**src/rtl/mem_port_arbiter.sv**
```systemverilog
// Round-robin arbiter sharing the MAR/MEM/MDR path between the Fetch and Execute FSMs,
// with an MFC watchdog that ends hung accesses with bus_error.
module mem_port_arbiter #(
  parameter int unsigned TIMEOUT_CYCLES = 16
) (
  input  logic clk,
  input  logic reset,
  input  logic fetch_req,
  input  logic fetch_rw,
  output logic fetch_grant,
  output logic fetch_done,
  input  logic exec_req,
  input  logic exec_rw,
  output logic exec_grant,
  output logic exec_done,
  output logic mem_sel,
  output logic MEM_EN,
  output logic MEM_RW,
  input  logic MFC,
  output logic bus_error,
  output logic busy
);

  localparam int unsigned CNT_W     = $clog2(TIMEOUT_CYCLES + 1);
  localparam logic        OWN_FETCH = 1'b0;
  localparam logic        OWN_EXEC  = 1'b1;

  typedef enum logic [2:0] {
    S_IDLE,
    S_GRANT,
    S_ACCESS,
    S_WAIT,
    S_DONE
  } state_t;

  state_t             r_state;
  state_t             w_state_nxt;
  logic               r_owner, w_owner_nxt;
  logic               r_last_owner, w_last_owner_nxt;
  logic               r_rw_q, w_rw_q_nxt;
  logic [CNT_W-1:0]   r_cnt, w_cnt_nxt;
  logic               r_timeout_q, w_timeout_q_nxt;

  logic w_req_own, w_rw_own;
  logic w_grant_nxt, w_en_nxt, w_done_nxt;

  logic r_fetch_grant, r_fetch_done, r_exec_grant, r_exec_done;
  logic r_mem_sel, r_mem_en, r_mem_rw, r_bus_error, r_busy;

  // State and bookkeeping registers
  always_ff @(posedge clk or posedge reset) begin
    if (reset) begin
      r_state      <= S_IDLE;
      r_owner      <= OWN_FETCH;
      r_last_owner <= OWN_EXEC;
      r_rw_q       <= 1'b1;
      r_cnt        <= '0;
      r_timeout_q  <= 1'b0;
    end else begin
      r_state      <= w_state_nxt;
      r_owner      <= w_owner_nxt;
      r_last_owner <= w_last_owner_nxt;
      r_rw_q       <= w_rw_q_nxt;
      r_cnt        <= w_cnt_nxt;
      r_timeout_q  <= w_timeout_q_nxt;
    end
  end

  // Next-state logic and output decode of the next state
  always_comb begin
    w_state_nxt      = r_state;
    w_owner_nxt      = r_owner;
    w_last_owner_nxt = r_last_owner;
    w_rw_q_nxt       = r_rw_q;
    w_cnt_nxt        = r_cnt;
    w_timeout_q_nxt  = r_timeout_q;
    w_req_own        = (r_owner == OWN_EXEC) ? exec_req : fetch_req;
    w_rw_own         = (r_owner == OWN_EXEC) ? exec_rw  : fetch_rw;

    case (r_state)
      S_IDLE: begin
        if (fetch_req && exec_req) begin
          w_owner_nxt = ~r_last_owner;
          w_state_nxt = S_GRANT;
        end else if (fetch_req) begin
          w_owner_nxt = OWN_FETCH;
          w_state_nxt = S_GRANT;
        end else if (exec_req) begin
          w_owner_nxt = OWN_EXEC;
          w_state_nxt = S_GRANT;
        end
      end
      S_GRANT: begin
        // A withdrawn request releases the path without a memory cycle or turn change
        if (!w_req_own) begin
          w_state_nxt = S_IDLE;
        end else begin
          w_rw_q_nxt  = w_rw_own;
          w_state_nxt = S_ACCESS;
        end
      end
      S_ACCESS: begin
        w_cnt_nxt       = '0;
        w_timeout_q_nxt = 1'b0;
        w_state_nxt     = S_WAIT;
      end
      S_WAIT: begin
        // MFC wins over the watchdog on the final WAIT cycle
        if (MFC) begin
          w_timeout_q_nxt = 1'b0;
          w_state_nxt     = S_DONE;
        end else if (r_cnt == CNT_W'(TIMEOUT_CYCLES - 1)) begin
          w_timeout_q_nxt = 1'b1;
          w_state_nxt     = S_DONE;
        end else begin
          w_cnt_nxt = r_cnt + CNT_W'(1);
        end
      end
      S_DONE: begin
        w_last_owner_nxt = r_owner;
        w_state_nxt      = S_IDLE;
      end
      default: w_state_nxt = S_IDLE;
    endcase

    w_grant_nxt = (w_state_nxt != S_IDLE);
    w_en_nxt    = (w_state_nxt == S_ACCESS) || (w_state_nxt == S_WAIT);
    w_done_nxt  = (w_state_nxt == S_DONE);
  end

  // Registered outputs, so each one follows the state register in the same cycle
  always_ff @(posedge clk or posedge reset) begin
    if (reset) begin
      r_fetch_grant <= 1'b0;
      r_fetch_done  <= 1'b0;
      r_exec_grant  <= 1'b0;
      r_exec_done   <= 1'b0;
      r_mem_sel     <= 1'b0;
      r_mem_en      <= 1'b0;
      r_mem_rw      <= 1'b1;
      r_bus_error   <= 1'b0;
      r_busy        <= 1'b0;
    end else begin
      r_fetch_grant <= w_grant_nxt && (w_owner_nxt == OWN_FETCH);
      r_fetch_done  <= w_done_nxt  && (w_owner_nxt == OWN_FETCH);
      r_exec_grant  <= w_grant_nxt && (w_owner_nxt == OWN_EXEC);
      r_exec_done   <= w_done_nxt  && (w_owner_nxt == OWN_EXEC);
      r_mem_sel     <= w_grant_nxt && (w_owner_nxt == OWN_EXEC);
      r_mem_en      <= w_en_nxt;
      r_mem_rw      <= w_en_nxt ? w_rw_q_nxt : 1'b1;
      r_bus_error   <= w_done_nxt && w_timeout_q_nxt;
      r_busy        <= w_grant_nxt;
    end
  end

  assign fetch_grant = r_fetch_grant;
  assign fetch_done  = r_fetch_done;
  assign exec_grant  = r_exec_grant;
  assign exec_done   = r_exec_done;
  assign mem_sel     = r_mem_sel;
  assign MEM_EN      = r_mem_en;
  assign MEM_RW      = r_mem_rw;
  assign bus_error   = r_bus_error;
  assign busy        = r_busy;

endmodule

```
**config.mk**
```make
export PLATFORM = sky130hd
export DESIGN_NAME = mem_port_arbiter
export DESIGN_NICKNAME = d
export VERILOG_FILES = /design/src/rtl/mem_port_arbiter.sv
export SDC_FILE = /design/constraint.sdc
export NUM_CORES = 1
export LEC_CHECK = 0
export CAP_MARGIN = 5
export CORE_MARGIN = 2
export CORE_UTILIZATION = 49
export DETAILED_ROUTE_END_ITERATION = 10
export GPL_TIMING_DRIVEN = 1
export PLACE_DENSITY = 0.84
export SYNTH_ARGS = -nofsm -noshare
export SYNTH_HDL_FRONTEND = slang
export SYNTH_SLANG_ARGS = --single-unit
```
**constraint.sdc**
```tcl
create_clock -name clk -period 2.7 [get_ports clk]
set_input_delay 0.54 -clock clk [delete_from_list [all_inputs] [get_ports clk]]
set_output_delay 0.54 -clock clk [all_outputs]
set_load 0.02 [all_outputs]
```
==> metrics.cfg, run 1 <==
[outcome]
status = finished, final reports clean

[synthesis]
synth-edff-count = 0
synth_most_common_cell = dfrtp_1
netlist_instances = 79
yosysUniqueCellTypes = 36
yosysSeqAreaShare = 0.5394
yosysWarnings = 0
synthesis.nets = 88
async_flop_share = 1.000
avgSynthCellArea_sq_um = 11.24
synth_common_cells = dfrtp_1 (16), inv_1 (6), nand2_1 (6), nor2_1 (5), nand3_1 (4)
synth-seq-cells = 19
synth_top_area_cell = dfrtp_1
netlist_area_sq_um = 888.4
synthTopCellsByArea = dfrtp_1 (45%), dfstp_2 (8.9%), mux2i_1 (3.4%)
synth_top_cell_area_share = 0.4507
ys.flop_type = dfrtp_1

[setup_path]
r2r_slack_ps = 690
path_class = flop to flop
endpoint_kind = flop
cp_cell_sequence = ha_1, and3_1, ha_1, or2_2, or4_1, nand3_1
cpPeakStageDelay_ps = 500
r2r_end = r_cnt[3]
cp_common_cell = ha_1
critPathArrivalTime_ps = 2240
start_kind = flop
r2r_cells = 6
worstPathRequired_ps = 2940
cp_max_fo = 4
slowest_stage = or4_1
r2r_start = r_cnt[0]
crit_family = simple AND/OR/NAND/NOR gates
critPathBufInv = 0

[sta]
period_needed_ps = 2006
drv_slew = 0
fin_skew_ps = 6.240
max_freq_ghz = 0.4985
layout_setup_ws_ps = 693.9
setup_violations = 0
tightest_slew_ps = 698.2
setup_tns_ps = 0
finalHoldViolCount = 0
timing.final.crit_share = 0.7430
rsz0062_at_grt = no
relSlewSlack = 0.5340

[drt]
met3_length_um = 45
drt-initial-drc-count = 13
ant_nets = 0
vias_per_cell = 5.308
wl_per_cell_um = 12.51
drc_errors = 0
top_layer = met4
met1_length_um = 755
vias = 637
drt_first_pass_iters = 4
wl_mm = 1.501
dr_wl_met2_um = 660

[power]
power.density_nw_per_um2 = 1004
power_w = 0.001078
leakagePower_nw = 0.4749
vdd_ir_drop_max_mv = 0.5705

[clock_tree]
cts_max_path_buffers = 2
root_buffer = clkbuf_4
htreeDepth = 1
postCtsSetupBuffers = 0
clk_pin_slew_ps = 100
clock_latency_ps = 300
cts_buffers = 3
ctsResizeCount = 0
cts_tree = done
ctsHoldBuffers = 0
clkSinkCount = 19

[global_route]
grt_usage = 0.1611
grt_pass1_vias = 526
gr-total-overflow = 0
antenna_found_initial = 0
grt_max_degree = 20
grt_pass1_wl_mm = 2.290

[floorplan]
die_y_um = 46.58
ios = 16
start_util = 0.5201
die_x_um = 46.58
num_rows = 15
core_sq_um = 1708
die_area_sq_um = 2170

[placed_design]
gp_congestion = 0.7219
io_buffers = 15
post-place-ws_ps = 639.2
hpwl_mm = 1.087

[hold_path]
min_to = r_last_owner
min_from = r_last_owner
hold_depth = 2
hold_path.class = flop to flop

[job]
cap_violations = 0

[layout]
final_core_util = 0.6286
n_antenna_cell = 0
drive_gt1_frac = 0.1368
syn_to_final_growth_pct = 20.85
nNetsFinal = 105

routing by layer:
metal	up-vias	GRT usage
met5	-	0
met4	0	0.1200
met3	4	0.05098
met2	13	0.2333
met1	307	0.1980
li1	313	-
worst register-to-register path: cells and delay by family (launching register included):
family,cells,cell delay (ps)
AND/OR/NAND/NOR,4,1100
adder cells (fa/ha/maj),2,440
flip-flops,1,420
how the worst max path moves through the flow:
| stage | depth (start not counted) | slack, ps | end | start |
|---|---|---|---|---|
| final | 6 | 690 | r_cnt[3] | r_cnt[0] |
| after global routing | 6 | 630 | r_cnt[3] | r_cnt[0] |
| after CTS | 6 | 700 | r_cnt[3] | r_cnt[0] |
| after detailed placement | 4 | 640 | fetch_grant | fetch_req |
| after global placement | 4 | 690 | fetch_grant | fetch_req |
| after floorplan | 6 | 800 | r_cnt[3] | r_cnt[0] |
stage by stage:
stage          std cells  hold WS [ps]  instance area [sq um]
2_1_floorplan         79         453.5                  888.4
3_3_place_gp         116         469.6                   1047
3_5_place_dp         116         473.5                   1047
4_1_cts              120         488.3                   1074
5_1_grt              120         542.3                   1074
6_report             120         489.2                   1074
placed cells by master (no fill, tap or decap), types with 2 or more instances in the layout:
cell             instances
nor2_1                   5
nand2_1                  6
a21oi_1                  3
ha_1                     2
inv_1                    6
o21ai_0                  2
mux2i_1                  3
dfrtp_1                 16
nand3_1                  4
clkbuf_4                 3
clkdlybuf4s50_1         15
dfstp_2                  3
or3b_2                   2
and3_1                   2
nor3_1                   2
registers in the layout, indices dropped and copies added (netlist names):
| register | count |
|---|---|
| mem_sel | 1 |
| r_state | 3 |
| busy | 1 |
| MEM_RW | 1 |
| bus_error | 1 |
| fetch_done | 1 |
| r_owner | 1 |
| r_rw_q | 1 |
| MEM_EN | 1 |
| r_last_owner | 1 |
| exec_done | 1 |
| r_cnt | 5 |
| fetch_grant | 1 |
cell type report:
class,instances,area [sq um]
fill,133,634.4
sequential,19,479.2
multi-input combinational,51,364.1
timing repair buffer,15,150.1
tap,25,31.28
clock buffer,4,26.28
inverter,6,22.52
power by group:
group | leakage (nW) | switching (W) | internal (W)
sequential | 0.237 | 0.0000936 | 0.000401
clock | 0.0150 | 0.0000844 | 0.0000576
combinational | 0.223 | 0.000228 | 0.000213
total | 0.475 | 0.000406 | 0.000671
kinds of logic after synthesis:
family,count (synthesis),share of synthesized area
muxes,4,0.04648
and+or+nand+nor,32,0.2155
buffers and inverters,9,0.05070
AOI/OAI and AO/OA,13,0.1197
adders and majority gates,2,0.02816
DFF,19,0.5394
(Power assumes the default switching activity.)
==> inputs of run 2 (changes only) <==
- CORE_UTILIZATION: 49 -> 45
- PLACE_DENSITY: 0.84 -> 0.82
- clock period: 2.7 -> 1.7 ns (I/O delays scaled with it)
==> run 2 against run 1 <==
The run now ends with negative setup slack left. Cell count up 10%. Clock power up 62%. Critical path depth is the same. First-iteration DRC count grew 62%. Via count rose by 13%. Worst setup slack got worse by 730 ps. Flip-flop and latch count stayed put. Largest cell class unchanged. Combinational power up 92%. Sequential power is 54% higher. Maximum frequency grew 16%.
==> metrics.cfg, run 2 (synthesized netlist as in run 1, its figures left out) <==
[layout]
drive_gt1_frac = 0.2857  ; +0.1489
largest_registers = r_cnt x5, r_state x3
multi_input_area_sq_um = 401.6  ; +10%
nNetsFinal = 115  ; +9.5%
seq_area_sq_um = 479.2  ; unchanged
final_common_cell = dfrtp_1
n_antenna_cell = 0  ; unchanged
final_cell_mix = dfrtp_1 (16), clkdlybuf4s50_1 (14), buf_4 (10), nand2_1 (6), inv_1 (6)
syn_to_final_growth_pct = 33.80
largest_register_ffs = 5  ; unchanged
num-fill-cells = 154  ; +16%
regMostFlops = r_cnt

[sta]
whs_ps = 344.3  ; -144.9 ps
setup_violations = 1  ; +1
relSlewSlack = 0.5700  ; +0.03598
max_freq_ghz = 0.5769  ; +16%
layout_setup_ws_ps = -33.34  ; -727.3 ps
rsz0062_at_grt = yes
tightest_slew_ps = 637.0  ; -61.28 ps
timing.final.crit_share = 1.020  ; +0.2766
drv_slew = 0  ; unchanged
finalHoldViolCount = 0  ; unchanged
fin_skew_ps = 1.345  ; -4.895 ps
period_needed_ps = 1733  ; -272.7 ps

[floorplan]
ios = 16  ; unchanged
start_util = 0.4671  ; -0.05304
num_rows = 16  ; +1
die_x_um = 48.43  ; +4.0%
core_sq_um = 1902  ; +11%
die_area_sq_um = 2345  ; +8.1%
die_y_um = 48.43  ; +4.0%

[global_route]
grt_pass1_vias = 673  ; +28%
grt_pass1_wl_mm = 3.015  ; +32%
grt_usage = 0.1676  ; +0.006454
antenna_found_initial = 0  ; unchanged
grt_max_degree = 20  ; unchanged
gr-total-overflow = 0  ; unchanged

[drt]
ant_nets = 0  ; unchanged
vias_per_cell = 5.432  ; +2.3%
wl_mm = 1.763  ; +17%
drt-initial-drc-count = 21  ; +8
wl_per_cell_um = 13.36  ; +6.8%
drt_first_pass_iters = 5  ; +1
drc_errors = 0  ; unchanged
vias = 717  ; +13%

[setup_path]
critPathArrivalTime_ps = 1980  ; -260 ps
slowest_stage = or4_4
cpPeakStageDelay_ps = 420  ; -80 ps
r2r_end = r_cnt[3]
cp_max_fo = 4  ; unchanged
cp_cell_sequence = ha_2, and3_4, ha_4, or2_4, or4_4, nand3_2
r2r_cells = 6  ; unchanged
path_class = flop to flop
critPathBufInv = 0  ; unchanged
start_kind = flop
worstPathRequired_ps = 1940  ; -1000 ps
r2r_start = r_cnt[1]
r2r_slack_ps = -30  ; -730 ps
endpoint_kind = flop
crit_family = simple AND/OR/NAND/NOR gates

[clock_tree]
ctsHoldBuffers = 0  ; unchanged
cts_tree = done
cts_max_path_buffers = 2  ; unchanged
clkSinkCount = 19  ; unchanged
clk_pin_slew_ps = 110  ; about the same
root_buffer = clkbuf_4
cts_buffers = 3  ; unchanged
htreeDepth = 1  ; unchanged
clock_latency_ps = 300  ; about the same

[placed_design]
gp_congestion = 0.7926  ; +9.8%
post-place-ws_ps = -61.26  ; -700.5 ps
hpwl_mm = 1.282  ; +18%
io_buffers = 15  ; unchanged

[power]
leakagePower_nw = 0.5307  ; +12%
vdd_ir_drop_max_mv = 0.7911  ; +39%
power.density_nw_per_um2 = 1548  ; +54%

[outcome]
violations = negative setup slack
status = finished with violations

[hold_path]
hold_path.class = primary input to async pin

[job]
cap_violations = 0  ; unchanged

[run 2: layout make-up]
type,instances,area share
clock buffers,3,0.01895
repair buffers,25,0.1884
well taps,27,0.02842
inverters,6,0.01895
clock inverters,1,0.004211
multi-input cells,51,0.3379
flip-flops and latches,19,0.4032
[run 2: through the flow]
| step | setup TNS, ps | total power (W) | utilization | instances | area [sq um] |
|---|---|---|---|---|---|
| 3_5_place_dp | -224.2 | 0.001581 | 0.5914 | 125 | 1125 |
| 5_1_grt | -228.1 | 0.001972 | 0.6250 | 132 | 1189 |
| 6_report | -33.34 | 0.001840 | 0.6250 | 132 | 1189 |
| 4_1_cts | -12.17 | 0.001829 | 0.6151 | 131 | 1170 |
| 3_3_place_gp | -171.3 | 0.001548 | 0.5914 | 125 | 1125 |
| 2_1_floorplan | 0 | 0.001281 | - | 79 | 910.9 |
[run 2: worst min-delay path: stages]
cell,delay (ps)
clkdlybuf4s50_1,400
inv_1,50
buf_4,240
[run 2: worst max-delay path by stage]
stage / startpoint / to / slack, ps / cells after the start
after floorplan: r_cnt[0] / r_cnt[3] / 40 / 6
after global placement: exec_req / fetch_grant / -60 / 4
after detailed placement: exec_req / fetch_grant / -60 / 4
after CTS: r_cnt[1] / r_cnt[3] / -10 / 6
after global routing: r_cnt[0] / r_cnt[0] / -80 / 6
final: r_cnt[1] / r_cnt[3] / -30 / 6
[run 2: timing repair]
action | 4_1_cts | 5_1_grt
setup buffers | 2 | 1
gates resized for setup | 2 | 3
endpoints found under the setup margin | 3 | 6
pin swaps | 2 | 4
[run 2: where the power goes]
| group | internal [W] | switching, W | total [W] | leakage (nW) |
|---|---|---|---|---|
| clock | 0.0000876 | 0.000143 | 0.000230 | 0.0177 |
| combinational | 0.000420 | 0.000428 | 0.000848 | 0.276 |
| sequential | 0.000637 | 0.000124 | 0.000761 | 0.237 |
[run 2: layer usage]
layer  global-route usage  share of wire  vias up
met1               0.2107           0.42      342
met4              0.08571          0.014        0
met5                    0              0        -
li1                     -              -      335
met3              0.04630          0.074        4
met2               0.2662           0.49       36
==> inputs of run 3 (changes only) <==
- CAP_MARGIN: 5 -> default
==> results of run 3 <==
The final DEF is identical to that of run 2; final timing and power are the same.
